## config.mk

```make
export PLATFORM = sky130hd
export DESIGN_NAME = exit_status_uart_reporter
export DESIGN_NICKNAME = d
export VERILOG_FILES = /design/src/rtl/exit_status_uart_reporter.sv
export SDC_FILE = /design/constraint.sdc
export NUM_CORES = 1
export LEC_CHECK = 0
export BUFFER_PORTS_ARGS = -buffer_cell sky130_fd_sc_hd__buf_2
export CAP_MARGIN = 40
export CORE_MARGIN = 2
export CORE_UTILIZATION = 49
export DETAILED_ROUTE_END_ITERATION = 8
export PLACE_DENSITY = 0.78
export SKIP_LAST_GASP = 1
export SYNTH_ARGS = -nofsm -noshare
export SYNTH_HDL_FRONTEND = slang
export SYNTH_SLANG_ARGS = --single-unit
```

## constraint.sdc

```tcl
create_clock -name clk_gen -period 6.5 [get_ports clk_gen]
set_input_delay 1.625 -clock clk_gen [delete_from_list [all_inputs] [get_ports clk_gen]]
set_output_delay 1.625 -clock clk_gen [all_outputs]
set_load 0.05 [all_outputs]
```

## src/rtl/exit_status_uart_reporter.sv

```systemverilog
// Sends "EXIT 0xHHHHHHHH\r\n" over an 8N1 debug UART when exit_valid_i rises.
// Define EXIT_REPORT_PASS_FAIL_EN to add pass_o and a " PASS"/" FAIL" suffix.
module exit_status_uart_reporter #(
  parameter int CLKS_PER_BIT = 868
) (
  input  logic        clk_gen,
  input  logic        rst_n,
  input  logic        exit_valid_i,
  input  logic [31:0] exit_value_i,
  output logic        uart_tx_o,
  output logic        busy_o,
  output logic        done_o
`ifdef EXIT_REPORT_PASS_FAIL_EN
  ,
  output logic        pass_o
`endif
);

`ifdef EXIT_REPORT_PASS_FAIL_EN
  localparam int NBYTES = 22;
`else
  localparam int NBYTES = 17;
`endif
  localparam logic [4:0]  LAST_IDX = 5'(NBYTES - 1);
  localparam logic [15:0] CNT_MAX  = 16'(CLKS_PER_BIT - 1);

  typedef enum logic [1:0] {IDLE, START, DATA, STOP} state_e;

  state_e      state_q, state_d;
  logic        exit_valid_prev_q;
  logic [31:0] shadow_q, shadow_d;
  logic [4:0]  byte_idx_q, byte_idx_d;
  logic [2:0]  bit_idx_q, bit_idx_d;
  logic [15:0] clk_cnt_q, clk_cnt_d;
  logic        done;
  logic        rise;
  logic [2:0]  nib_pos;
  logic [4:0]  nib_shift;
  logic [3:0]  nibble;
  logic [7:0]  hex_char;
  logic [7:0]  tx_byte;
`ifdef EXIT_REPORT_PASS_FAIL_EN
  logic        pass_q, pass_d;
`endif

  assign rise = exit_valid_i & ~exit_valid_prev_q;

  // Digits occupy byte indices 7..14, MSB nibble first.
  always_comb begin
    nib_pos   = 3'(byte_idx_q - 5'd7);
    nib_shift = {3'd7 - nib_pos, 2'b00};
    nibble    = 4'(shadow_q >> nib_shift);
    hex_char  = (nibble < 4'd10) ? (8'h30 + {4'h0, nibble}) : (8'h37 + {4'h0, nibble});
    case (byte_idx_q)
      5'd0:    tx_byte = 8'h45;
      5'd1:    tx_byte = 8'h58;
      5'd2:    tx_byte = 8'h49;
      5'd3:    tx_byte = 8'h54;
      5'd4:    tx_byte = 8'h20;
      5'd5:    tx_byte = 8'h30;
      5'd6:    tx_byte = 8'h78;
      5'd7, 5'd8, 5'd9, 5'd10, 5'd11, 5'd12, 5'd13, 5'd14:
               tx_byte = hex_char;
`ifdef EXIT_REPORT_PASS_FAIL_EN
      5'd15:   tx_byte = 8'h20;
      5'd16:   tx_byte = pass_q ? 8'h50 : 8'h46;
      5'd17:   tx_byte = 8'h41;
      5'd18:   tx_byte = pass_q ? 8'h53 : 8'h49;
      5'd19:   tx_byte = pass_q ? 8'h53 : 8'h4C;
      5'd20:   tx_byte = 8'h0D;
`else
      5'd15:   tx_byte = 8'h0D;
`endif
      default: tx_byte = 8'h0A;
    endcase
  end

  always_comb begin
    state_d    = state_q;
    shadow_d   = shadow_q;
    byte_idx_d = byte_idx_q;
    bit_idx_d  = bit_idx_q;
    clk_cnt_d  = clk_cnt_q;
    done       = 1'b0;
`ifdef EXIT_REPORT_PASS_FAIL_EN
    pass_d     = pass_q;
`endif
    case (state_q)
      IDLE: begin
        clk_cnt_d = 16'd0;
        if (rise) begin
          shadow_d   = exit_value_i;
          byte_idx_d = 5'd0;
          state_d    = START;
`ifdef EXIT_REPORT_PASS_FAIL_EN
          pass_d     = (exit_value_i == 32'd0);
`endif
        end
      end
      START: begin
        if (clk_cnt_q == CNT_MAX) begin
          clk_cnt_d = 16'd0;
          bit_idx_d = 3'd0;
          state_d   = DATA;
        end else begin
          clk_cnt_d = clk_cnt_q + 16'd1;
        end
      end
      DATA: begin
        if (clk_cnt_q == CNT_MAX) begin
          clk_cnt_d = 16'd0;
          if (bit_idx_q == 3'd7) state_d = STOP;
          else bit_idx_d = bit_idx_q + 3'd1;
        end else begin
          clk_cnt_d = clk_cnt_q + 16'd1;
        end
      end
      STOP: begin
        if (clk_cnt_q == CNT_MAX) begin
          clk_cnt_d = 16'd0;
          if (byte_idx_q == LAST_IDX) begin
            state_d = IDLE;
            done    = 1'b1;
          end else begin
            byte_idx_d = byte_idx_q + 5'd1;
            state_d    = START;
          end
        end else begin
          clk_cnt_d = clk_cnt_q + 16'd1;
        end
      end
      default: state_d = IDLE;
    endcase
  end

  always_ff @(posedge clk_gen or negedge rst_n) begin
    if (!rst_n) begin
      state_q           <= IDLE;
      exit_valid_prev_q <= 1'b0;
      shadow_q          <= 32'd0;
      byte_idx_q        <= 5'd0;
      bit_idx_q         <= 3'd0;
      clk_cnt_q         <= 16'd0;
`ifdef EXIT_REPORT_PASS_FAIL_EN
      pass_q            <= 1'b0;
`endif
    end else begin
      state_q           <= state_d;
      exit_valid_prev_q <= exit_valid_i;
      shadow_q          <= shadow_d;
      byte_idx_q        <= byte_idx_d;
      bit_idx_q         <= bit_idx_d;
      clk_cnt_q         <= clk_cnt_d;
`ifdef EXIT_REPORT_PASS_FAIL_EN
      pass_q            <= pass_d;
`endif
    end
  end

  // tx and busy decode straight from the state flop, so reset forces idle-high at once.
  always_comb begin
    case (state_q)
      START:   uart_tx_o = 1'b0;
      DATA:    uart_tx_o = tx_byte[bit_idx_q];
      default: uart_tx_o = 1'b1;
    endcase
  end

  // done marks the final stop-bit cycle; busy drops in that same cycle.
  assign done_o = done;
  assign busy_o = (state_q != IDLE) & ~done;
`ifdef EXIT_REPORT_PASS_FAIL_EN
  assign pass_o = pass_q;
`endif

endmodule

```

==> results.toml <==
[power]
power_density_mw_per_mm2 = 193.7
power.leakage_nw = 1.794
ir_drop_uv = 125.8
power.total_mw = 0.7216

[global_route]
grt_max_degree = 60
grt-ovfl-total = 0
grt_pass1_wl_mm = 10.57
grt_pass1_vias = 2266
grt_antenna_before_repair = 0
track_usage_pct = 18.44

[critical_path]
cpPeakStageDelay_ps = 770
cp-end-kind = "output port"
cpMaxStageDelayCell = "ha_1"
critPathArrivalTime_ps = 3830
criticalPathCategory = "flip-flop to output port"
cp.required_ps = 4880
worstPathMaxFanout = 15
crit_chain = "inv_1, ha_1, mux2i_1, mux4_2, ha_1, inv_1, nor2_1, o311ai_2, nand4_1, o31ai_2, buf_2"
cp-start-kind = "flip-flop"

[synth]
async_reset_ff_share_pct = 100.0
syn-instance-count = 296
synth.avg_cell_area_um2 = 11.12
yosysWarnings = 0
synth_flop_cell = "dfrtp_1"
synth-seq-area-share_pct = 44.87
netlist_area_mm2 = 0.003291
ys_ff_latch = 59
syn_nets = 346
synth_edf_count = 0
ys_types = 44

[finish]
final_nets = 387
seq_area_mm2 = 0.001476
multi_input_area_mm2 = 0.001697
finish.utilization_pct = 58.02
syn_to_final_growth_pct = 13.23
drive_above_1_share_pct = 28.36
n_fill_cell = 511
insertedDiodeCount = 0

[timing]
final-setup-viol-count = 0
fmax_mhz = 183.3
worst_pin_slew_ps = 739.6
finalSetupTns_ps = 0
slew_violations = 0
fin_crit_sh_pct = 83.94
fin_skew_ps = 6.629
slew_headroom_pct = 50.69
setup_ws_ps = 1044
hold_viol = 0
grt_setup_unrepaired = "false"
period_needed_ps = 5456
fin_hold_ws_ps = 485.1

[route]
postRouteAntennaNets = 0
vias_per_cell = 5.568
routedWlPerCell_um = 14.74
vias = 2333
drt_wl_total_mm = 6.177
first_pass_iters = 4
drc = 0
drt_iter0_drc = 98

[placement]
pre_cts_slack_ps = 1390
port_buffers = 37
place_hpwl_mm = 4.437
routabilityCongestion = 0.8055

[clocking]
h-tree-depth = 3
clockBufferDepth = 2
clk_latency_ps = 350
cts-resized-gates = 0
postCtsSetupBuffers = 0
cts_buffers = 9
ctsHoldBuffers = 0
clock-sinks = 59
clk_pin_slew_worst_paths_ps = 70
root_buffer = "clkbuf_8"
tritoncts = "yes"

[min_path]
min_path_type = "flip-flop to flip-flop"

[floorplanning]
start_util_pct = 51.24
ios = 38
fp.dieH_um = 85.95
row_count = 29
die_x_um = 85.95
coreArea_mm2 = 0.006422
die_area_mm2 = 0.007387

[run_status]
status = "finished clean"

[run]
max-cap-violations = 0
[per-layer routing]
| metal | share of wire [%] | GRT usage, % |
|---|---|---|
| met1 | 46 | 24.42 |
| met2 | 49 | 28.75 |
| met3 | 3.1 | 3.946 |
| met4 | 2.1 | 9.091 |
| met5 | 0 | 0 |
[cells in the mapped netlist (all sizes together) (2+ instances only)]
cell type / count / area share (%)
o21ai: 12 / 1.8
and4: 2 / 0.53
nand2: 12 / 1.4
o311ai: 4 / 1.3
nand2b: 3 / 0.57
and2: 2 / 0.38
mux4: 5 / 3.7
nor2: 28 / 3.2
inv: 15 / 1.7
a22o: 6 / 1.6
ha: 15 / 5.7
xor2: 10 / 2.7
nor2b: 3 / 0.57
nand3b: 3 / 0.68
a21oi: 9 / 1.4
nor3: 7 / 1.1
xnor2: 6 / 1.6
or2: 3 / 0.57
and3: 5 / 0.95
mux2i: 13 / 4.0
clkbuf: 6 / 0.68
nand4: 4 / 0.76
buf: 3 / 1.2
dfrtp: 59 / 45
nor4b: 3 / 0.80
nand3: 12 / 1.8
mux2: 33 / 11
[power breakdown]
part | internal, mW | leakage, nW | total [mW] | switching (mW)
sequential | 0.367 | 0.803 | 0.367 | 0.000129
combinational | 0.00774 | 0.896 | 0.0176 | 0.00983
clock | 0.178 | 0.0958 | 0.337 | 0.158
[state kept, by name, summed over array words and instances (netlist names)]
register	cells
shadow_q	32
clk_cnt_q	16
byte_idx_q	5
bit_idx_q	3
state_q	2
exit_valid_prev_q	1
[cell families (layout without fill, tap and decap cells)]
logic type / count (synthesis) / in the layout / share of synthesized area (%)
mux: 51 / 51 / 18.90
buf+inv: 24 / 70 / 3.574
flops: 59 / 59 / 44.87
compound gates: 39 / 39 / 8.366
xor+xnor: 16 / 16 / 4.258
simple gates: 92 / 92 / 14.34
fa+ha+maj: 15 / 15 / 5.703
[cell type report]
| type | instances | area share [%] |
|---|---|---|
| clock buffer | 9 | 3.324 |
| multi-input combinational | 213 | 45.53 |
| clock inverter | 7 | 2.048 |
| tap | 77 | 2.586 |
| timing repair buffer | 39 | 5.373 |
| inverter | 15 | 1.511 |
| sequential | 59 | 39.62 |
[per-stage QoR]
| step | cell area [um^2] | cells |
|---|---|---|
| after floorplan | 3291 | 296 |
| after global placement | 3526 | 403 |
| after detailed placement | 3526 | 403 |
| after CTS | 3726 | 419 |
| after global routing | 3726 | 419 |
| final | 3726 | 419 |
[final timing paths]
path / cells past startpoint / endpoint / slack (ps) / from
hold reg to reg: 1 / clk_cnt_q[0]$_DFF_PN0_ / 490 / clk_cnt_q[0]$_DFF_PN0_
min in group asynchronous: 2 / clk_cnt_q[12]$_DFF_PN0_ / 1410 / rst_n
setup / recovery: 11 / uart_tx_o / 1040 / byte_idx_q[0]$_DFFE_PN0P_
max in group asynchronous: 2 / clk_cnt_q[4]$_DFF_PN0_ / 4590 / rst_n
hold / removal: 1 / clk_cnt_q[0]$_DFF_PN0_ / 490 / clk_cnt_q[0]$_DFF_PN0_
setup reg to reg: 7 / state_q[0]$_DFFE_PN0P_ / 4300 / clk_cnt_q[0]$_DFF_PN0_
[layout by cell type (no fill, tap or decap), types with 3 or more instances in the layout]
cell,Yosys,final
ha_1,15,15
o311ai_0,3,3
buf_2,0,37
a22o_1,6,6
nor2_1,28,28
nand4_1,4,4
dfrtp_1,59,59
xor2_1,10,10
and3_1,5,5
nand2_1,12,12
or2_2,3,3
nor3_1,7,7
clkbuf_8,0,9
mux2i_1,13,13
nand3b_1,3,3
nor4b_1,3,3
a21oi_1,9,9
nand3_1,12,12
nor2b_1,3,3
nand2b_1,3,3
xnor2_1,6,6
inv_1,15,15
mux4_2,3,3
o21ai_0,12,12
mux2_2,33,33
[critical path, delay by kind of cell (launching register included)]
kind	cells	cell delay (ps)
AO/OA/AOI/OAI	2	430
adder cells (fa/ha/maj)	2	1080
buffers and inverters	3	550
flip-flops	1	510
multiplexers	2	740
AND/OR/NAND/NOR	2	180
Note: power is estimated with default switching activity, not from simulation.
